<file path="src/rtl/tea_cipher_core_if.sv">
// Request/result bus of tea_cipher_core: valid/ready request side and valid/ready result side.
// Purely structural, no latency of its own.
// The alg select line exists only when TEA_XTEA_EN is defined.
interface tea_cipher_core_if;
  logic         in_valid;
  logic         in_ready;
  logic         mode;
  logic [127:0] key;
  logic [63:0]  din;
`ifdef TEA_XTEA_EN
  logic         alg;
`endif
  logic         out_valid;
  logic         out_ready;
  logic [63:0]  dout;
  logic         busy;

`ifdef TEA_XTEA_EN
  modport master (
    output in_valid, mode, key, din, alg, out_ready,
    input  in_ready, out_valid, dout, busy
  );
  modport slave (
    input  in_valid, mode, key, din, alg, out_ready,
    output in_ready, out_valid, dout, busy
  );
`else
  modport master (
    output in_valid, mode, key, din, out_ready,
    input  in_ready, out_valid, dout, busy
  );
  modport slave (
    input  in_valid, mode, key, din, out_ready,
    output in_ready, out_valid, dout, busy
  );
`endif
endinterface

</file>
<file path="src/rtl/tea_cipher_core.sv">
// TEA encrypt/decrypt engine (XTEA rounds added when TEA_XTEA_EN is defined), runtime key/mode.
// Latency: ROUNDS/RPC cycles from the accept edge to out_valid.
// Backpressure: one request in flight; in_ready low until the held result is taken by out_ready.
module tea_cipher_core #(
  parameter int unsigned ROUNDS = 32,            // TEA cycles, >= 1
  parameter int unsigned RPC    = 1,             // rounds per clock: 1, 2 or 4, divides ROUNDS
  parameter logic [31:0] DELTA  = 32'h9E3779B9
) (
  input logic              clk,
  input logic              reset,
  tea_cipher_core_if.slave bus
);

  localparam int unsigned   CW       = $clog2(ROUNDS) + 1;
  localparam logic [CW-1:0] RPC_C    = CW'(RPC);
  localparam logic [CW-1:0] ROUNDS_C = CW'(ROUNDS);
  // Decrypt starts from the sum encryption ends with: DELTA*ROUNDS mod 2^32.
  localparam logic [63:0]   SUM_PROD = 64'(DELTA) * 64'(ROUNDS);
  localparam logic [31:0]   SUM_DEC  = SUM_PROD[31:0];

  typedef enum logic [1:0] {
    S_IDLE = 2'd0,
    S_RUN  = 2'd1,
    S_DONE = 2'd2
  } state_e;

  typedef struct packed {
    logic [31:0] v0;
    logic [31:0] v1;
    logic [31:0] sum;
  } blk_t;

  state_e        state_q, state_d;
  blk_t          blk_q, blk_d;
  logic [127:0]  key_q, key_d;
  logic          mode_q, mode_d;
  logic [CW-1:0] cnt_q, cnt_d;
  logic [63:0]   dout_q, dout_d;
`ifdef TEA_XTEA_EN
  logic          alg_q, alg_d;
`endif

  blk_t round_out;
  logic last_run;
  logic in_ready_c;
  logic busy_c;
  logic out_valid_c;

  function automatic logic [31:0] tea_mix(input logic [31:0] v, input logic [31:0] s,
                                          input logic [31:0] ka, input logic [31:0] kb);
    return ((v << 4) + ka) ^ (v + s) ^ ((v >> 5) + kb);
  endfunction

  // One TEA round; decrypt undoes the encrypt steps in reverse order.
  function automatic blk_t tea_round(input blk_t b, input logic [127:0] k, input logic dec);
    blk_t r;
    r = b;
    if (!dec) begin
      r.sum = b.sum + DELTA;
      r.v0  = b.v0 + tea_mix(b.v1, r.sum, k[127:96], k[95:64]);
      r.v1  = b.v1 + tea_mix(r.v0, r.sum, k[63:32], k[31:0]);
    end else begin
      r.v1  = b.v1 - tea_mix(b.v0, b.sum, k[63:32], k[31:0]);
      r.v0  = b.v0 - tea_mix(r.v1, b.sum, k[127:96], k[95:64]);
      r.sum = b.sum - DELTA;
    end
    return r;
  endfunction

`ifdef TEA_XTEA_EN
  // Key word select; index 0 is the most significant word.
  function automatic logic [31:0] key_word(input logic [127:0] k, input logic [1:0] idx);
    logic [31:0] w;
    unique case (idx)
      2'd0:    w = k[127:96];
      2'd1:    w = k[95:64];
      2'd2:    w = k[63:32];
      default: w = k[31:0];
    endcase
    return w;
  endfunction

  function automatic logic [31:0] xtea_mix(input logic [31:0] v);
    return ((v << 4) ^ (v >> 5)) + v;
  endfunction

  // One XTEA cycle; the sum update sits between the two half-rounds.
  function automatic blk_t xtea_round(input blk_t b, input logic [127:0] k, input logic dec);
    blk_t r;
    r = b;
    if (!dec) begin
      r.v0  = b.v0 + (xtea_mix(b.v1) ^ (b.sum + key_word(k, b.sum[1:0])));
      r.sum = b.sum + DELTA;
      r.v1  = b.v1 + (xtea_mix(r.v0) ^ (r.sum + key_word(k, r.sum[12:11])));
    end else begin
      r.v1  = b.v1 - (xtea_mix(b.v0) ^ (b.sum + key_word(k, b.sum[12:11])));
      r.sum = b.sum - DELTA;
      r.v0  = b.v0 - (xtea_mix(r.v1) ^ (r.sum + key_word(k, r.sum[1:0])));
    end
    return r;
  endfunction
`endif

  // Chain RPC rounds combinationally from the registered block state.
  always_comb begin
    round_out = blk_q;
    for (int unsigned i = 0; i < RPC; i++) begin
`ifdef TEA_XTEA_EN
      round_out = alg_q ? xtea_round(round_out, key_q, mode_q)
                        : tea_round(round_out, key_q, mode_q);
`else
      round_out = tea_round(round_out, key_q, mode_q);
`endif
    end
  end

  // Counter never wraps: the final RUN cycle is the one that lands exactly on ROUNDS.
  assign last_run = ((cnt_q + RPC_C) == ROUNDS_C);

  // Next-state logic.
  always_comb begin
    state_d = state_q;
    unique case (state_q)
      S_IDLE:  if (bus.in_valid) state_d = S_RUN;
      S_RUN:   if (last_run) state_d = S_DONE;
      S_DONE:  if (bus.out_ready) state_d = S_IDLE;
      default: state_d = S_IDLE;
    endcase
  end

  // FSM outputs decoded purely from the current state.
  always_comb begin
    in_ready_c  = 1'b0;
    busy_c      = 1'b0;
    out_valid_c = 1'b0;
    unique case (state_q)
      S_IDLE:  in_ready_c  = 1'b1;
      S_RUN:   busy_c      = 1'b1;
      S_DONE:  out_valid_c = 1'b1;
      default: ;
    endcase
  end

  // Datapath: capture the request on accept, advance rounds in RUN, freeze the result on the last one.
  always_comb begin
    blk_d  = blk_q;
    key_d  = key_q;
    mode_d = mode_q;
    cnt_d  = cnt_q;
    dout_d = dout_q;
`ifdef TEA_XTEA_EN
    alg_d  = alg_q;
`endif
    unique case (state_q)
      S_IDLE: begin
        if (bus.in_valid) begin
          key_d     = bus.key;
          mode_d    = bus.mode;
          blk_d.v0  = bus.din[63:32];
          blk_d.v1  = bus.din[31:0];
          blk_d.sum = bus.mode ? SUM_DEC : 32'd0;
          cnt_d     = '0;
`ifdef TEA_XTEA_EN
          alg_d     = bus.alg;
`endif
        end
      end
      S_RUN: begin
        blk_d = round_out;
        cnt_d = cnt_q + RPC_C;
        if (last_run) dout_d = {round_out.v0, round_out.v1};
      end
      default: ;
    endcase
  end

  // State register.
  always_ff @(posedge clk or posedge reset) begin
    if (reset) state_q <= S_IDLE;
    else       state_q <= state_d;
  end

  // Datapath registers.
  always_ff @(posedge clk or posedge reset) begin
    if (reset) begin
      blk_q  <= '0;
      key_q  <= '0;
      mode_q <= 1'b0;
      cnt_q  <= '0;
      dout_q <= '0;
`ifdef TEA_XTEA_EN
      alg_q  <= 1'b0;
`endif
    end else begin
      blk_q  <= blk_d;
      key_q  <= key_d;
      mode_q <= mode_d;
      cnt_q  <= cnt_d;
      dout_q <= dout_d;
`ifdef TEA_XTEA_EN
      alg_q  <= alg_d;
`endif
    end
  end

  assign bus.in_ready  = in_ready_c;
  assign bus.busy      = busy_c;
  assign bus.out_valid = out_valid_c;
  assign bus.dout      = dout_q;

endmodule
</file>
<file path="src/flat_wrapper.sv">
// flat-port wrapper written by rule: the top's interface ports become plain ports
module tea_cipher_core_flat 
#(
  parameter int unsigned ROUNDS = 32,                               
  parameter int unsigned RPC    = 1,                                                           
  parameter logic [31:0] DELTA  = 32'h9E3779B9
)
  (clk, reset, bus_in_valid, bus_mode, bus_key, bus_din, bus_out_ready, bus_in_ready, bus_out_valid, bus_dout, bus_busy);
  tea_cipher_core_if bus_i ();
  input logic clk;
  input logic reset;
  input wire logic [$bits(bus_i.in_valid)-1:0] bus_in_valid;
  input wire logic [$bits(bus_i.mode)-1:0] bus_mode;
  input wire logic [$bits(bus_i.key)-1:0] bus_key;
  input wire logic [$bits(bus_i.din)-1:0] bus_din;
  input wire logic [$bits(bus_i.out_ready)-1:0] bus_out_ready;
  output wire logic [$bits(bus_i.in_ready)-1:0] bus_in_ready;
  output wire logic [$bits(bus_i.out_valid)-1:0] bus_out_valid;
  output wire logic [$bits(bus_i.dout)-1:0] bus_dout;
  output wire logic [$bits(bus_i.busy)-1:0] bus_busy;
  assign bus_i.in_valid = bus_in_valid;
  assign bus_i.mode = bus_mode;
  assign bus_i.key = bus_key;
  assign bus_i.din = bus_din;
  assign bus_i.out_ready = bus_out_ready;
  assign bus_in_ready = bus_i.in_ready;
  assign bus_out_valid = bus_i.out_valid;
  assign bus_dout = bus_i.dout;
  assign bus_busy = bus_i.busy;
  tea_cipher_core #(.ROUNDS(ROUNDS), .RPC(RPC), .DELTA(DELTA)) u_core (.clk(clk), .reset(reset), .bus(bus_i));
endmodule
</file>
<file path="config.mk">
export PLATFORM = sky130hd
export DESIGN_NAME = tea_cipher_core_flat
export DESIGN_NICKNAME = d
export VERILOG_FILES = /design/src/rtl/tea_cipher_core_if.sv /design/src/rtl/tea_cipher_core.sv /design/src/flat_wrapper.sv
export SDC_FILE = /design/constraint.sdc
export NUM_CORES = 2
export LEC_CHECK = 0
export BUFFER_PORTS_ARGS = -buffer_cell sky130_fd_sc_hd__buf_2
export CAP_MARGIN = 20
export CORE_ASPECT_RATIO = 1.1
export CORE_MARGIN = 2
export CORE_UTILIZATION = 25
export DETAILED_ROUTE_END_ITERATION = 7
export HOLD_SLACK_MARGIN = 0.05
export SLEW_MARGIN = 10
export SYNTH_ARGS = -nofsm -noshare
export SYNTH_HDL_FRONTEND = slang
export SYNTH_SLANG_ARGS = --single-unit
</file>
<file path="constraint.sdc">
create_clock -name clk -period 10.3 [get_ports clk]
set_input_delay 2.575 -clock clk [delete_from_list [all_inputs] [get_ports clk]]
set_output_delay 2.575 -clock clk [all_outputs]
set_load 0.03 [all_outputs]
</file>
==> impl_metrics.csv <==
group,metric,value,unit
detailed_routing,post_drt_wl_per_cell,23.9,um
synth,yosysUniqueCellTypes,85,
clock_network,clock_latency,620,ps
timing,max_freq,100,MHz
detailed_routing,vias,36600,
floorplan,core,0.146,mm^2
clock_network,cts.htree.levels,2,
placed_design,place_inst,6937,
floorplan,io_pins,264,
job,maxCapViolCount,0,
timing,relSlewSlack,14.1,%
global_route,antenna_found_initial,6,
detailed_routing,drt_iter0_drc,3205,
timing,period_minus_slack,9980,ps
placed_design,portBuffers,263,
final_layout,syn_to_final_growth,20.0,%
synth,syn_inst,4561,
worst_setup_path,critical-path-top-delay-family,"compound AO/OA/AOI/OAI gates",
floorplan,die_w,369,um
worst_setup_path,required,10800,ps
worst_setup_path,critical-path-max-stage-delay,450,ps
timing,finalSetupViolations,0,
synth,ys_seq_elements,297,
worst_setup_path,cp_slowest_cell,"or4b_1",
worst_setup_path,reg2regPathDepth,46,
timing,hold-worst-slack,468,ps
floorplan,die_area,0.150,mm^2
detailed_routing,via_per_inst,5.22,
final_layout,drive_gt1_share,14.5,%
clock_network,clock-sinks,297,
timing,finClkSkew,18.3,ps
synth,yosysWarnings,0,
synth,synth_nets,5259,
clock_network,clk_pin_slew_worst_paths,60,ps
synth,synth_area_per_cell,8.05,um^2
timing,setup_tns,0,ps
timing,tightest_slew,1280,ps
min_path,holdPathStages,2,
placed_design,hpwlAfterDp,137000,um
detailed_routing,postRouteAntennaNets,0,
worst_setup_path,cp.arrival,10490,ps
worst_setup_path,path_depth,46,
global_route,grt_pass1_vias,35000,
worst_setup_path,critPathMostFrequentCell,"a21o_1",
detailed_routing,drc,0,
clock_network,cts_made_buffers,40,
global_route,grt_pass1_wl,238000,um
timing,finalHoldViolCount,0,
final_layout,fin_cells,7012,
worst_setup_path,cp-start-kind,"register",
timing,finalCritPeriodShare,96.9,%
synth,synthesis.area,0.0367,mm^2
floorplan,start_util,25.2,%
detailed_routing,firstDrtPassIters,6,
global_route,grt_max_degree,133,
synth,seq_area_frac_synth,20.3,%
clock_network,cts_tree,"built",
final_layout,fin_util,30.2,%
synth,async_reset_ff_share,100,%
clock_network,clk_path_buf_depth,3,
worst_setup_path,crit_type,"register to register",
global_route,gr-total-overflow,0,
floorplan,die_y,406,um
floorplan,rows,147,
min_path,hp-class,"register to register",
final_layout,fin_nets,5746,
worst_setup_path,end_kind,"register",
clock_network,clockRootBuffer,"clkbuf_16",
synth,synth-main-ff-cell,"dfrtp_1",
run_status,outcome,"finished, final reports clean",
placed_design,routabilityCongestion,0.982,
detailed_routing,drt-total-wl,167000,um
timing,finalMaxSlewViolations,0,
worst_setup_path,path_max_fanout,8,
worst_setup_path,crit_buf_inv,4,
global_route,grt_util_all_layers,21.6,%
synth,synth_edf_count,0,
-- worst reg2reg max path: cells and delay by family, from the launching register on --
| kind | cells | cell delay, ps |
|---|---|---|
| flops | 1 | 380 |
| buf+inv | 4 | 720 |
| compound gates | 20 | 3940 |
| fa+ha+maj | 5 | 1690 |
| simple gates | 11 | 1920 |
| xor+xnor | 5 | 1060 |
| mux | 1 | 140 |
-- metal layers --
metal	part of all wire (%)	vias to the layer above	track usage, %	routed length, um
met3	6.7	335	3.53	11200
met2	47	1381	36.9	79500
met5	0.0078	-	0	13
li1	-	17400	-	-
met4	5.6	2	10.4	9340
met1	40	17500	26.2	67400
-- sequential cells by signal, indices dropped and copies added, names as in the netlist --
signal           flops
u_core.cnt_q         6
u_core.key_q       128
u_core.bus.dout     64
u_core.state_q       2
u_core.blk_q        96
u_core.mode_q        1
-- stage by stage --
stage                     setup WS, ps  instance area (um^2)
after detailed placement          -269                 42300
after CTS                         4.26                 43700
final                              318                 44100
after global routing              -124                 44100
after floorplan                    722                 36700
after global placement            -201                 42300
-- cells in the final DEF, fill, tap and decap left out, types with 16 or more instances in the layout --
master	Yosys	final
a21oi_1	411	400
a21o_1	254	254
and3_1	43	43
o211ai_1	22	22
nor2_1	244	243
nand2b_1	70	69
a22oi_1	48	48
a211oi_1	36	35
nand2_1	651	648
or3_1	21	21
ha_1	485	481
clkbuf_16	0	41
nor2b_1	49	48
dfrtp_1	297	295
inv_1	114	112
a31oi_1	51	47
xor2_1	131	129
buf_2	2	263
nand4_1	25	25
o21a_1	46	44
xnor2_1	599	589
o21ai_1	72	70
and2_1	20	19
o31ai_1	30	26
o21ai_0	264	259
nor3_1	42	40
mux2i_1	25	25
o21bai_1	60	60
buf_4	1	304
fa_1	16	16
a221o_1	22	22
nand3_1	70	70
-- synth_stat cells, drive strengths merged, types with 22 or more instances --
library cell	n	area share, %
xor2	131	3.1
a22oi	48	0.98
dfrtp	297	20
nand2b	70	1.2
nor2b	49	0.84
a221o	22	0.60
o211ai	22	0.45
a211oi	36	0.74
o21bai	60	1.2
nand2	651	6.7
xnor2	601	14
a21oi	411	5.6
nor3	42	0.57
and3	43	0.73
nand4	25	0.43
o21ai	336	4.6
inv	114	1.2
a31oi	51	0.87
nor2	244	2.5
nand3	70	0.95
clkbuf	108	1.1
a21o	255	5.2
o31ai	31	0.65
mux2i	25	0.68
ha	485	17
o21a	46	0.94
-- logic make-up after synthesis --
family,Yosys count,share of synthesized area [%]
xor+xnor,737,17.8
mux,28,0.774
simple gates,1283,15.6
compound gates,1475,25.7
flops,297,20.3
buf+inv,240,2.47
fa+ha+maj,501,17.4
-- worst paths after layout --
kind | startpoint | endpoint | slack, ps
min in group asynchronous | reset | u_core.bus.dout[13]$_DFFE_PP0P_ | 1920
setup / recovery | u_core.blk_q[0]$_DFFE_PP0P_ | u_core.bus.dout[63]$_DFFE_PP0P_ | 320
max in group asynchronous | reset | u_core.key_q[46]$_DFFE_PP0P_ | 6440
setup reg to reg | u_core.blk_q[0]$_DFFE_PP0P_ | u_core.bus.dout[63]$_DFFE_PP0P_ | 320
hold / removal | u_core.bus.dout[3]$_DFFE_PP0P_ | u_core.bus.dout[3]$_DFFE_PP0P_ | 470
hold reg to reg | u_core.bus.dout[3]$_DFFE_PP0P_ | u_core.bus.dout[3]$_DFFE_PP0P_ | 470
-- area by class of cell --
class	instances	area (um^2)
Tap cell	1937	2420
Clock inverter	13	133
Inverter	114	432
Fill cell	15600	102000
Timing Repair Buffer	571	3680
Sequential cell	297	7440
Clock buffer	55	1160
Antenna cell	1	2.50
Multi-Input combinational cell	4024	28800
-- timing repair --
item / CTS / global route
hold endpoints to repair: 0 / 0
gates resized for setup: 9 / 67
pin swaps: 0 / 19
hold buffers: 0 / 0
endpoints found under the setup margin: 9 / 32
setup buffers: 0 / 6
Power is not shown: default switching activity piles up to over one toggle a cycle in this logic, so the estimate is an artifact.
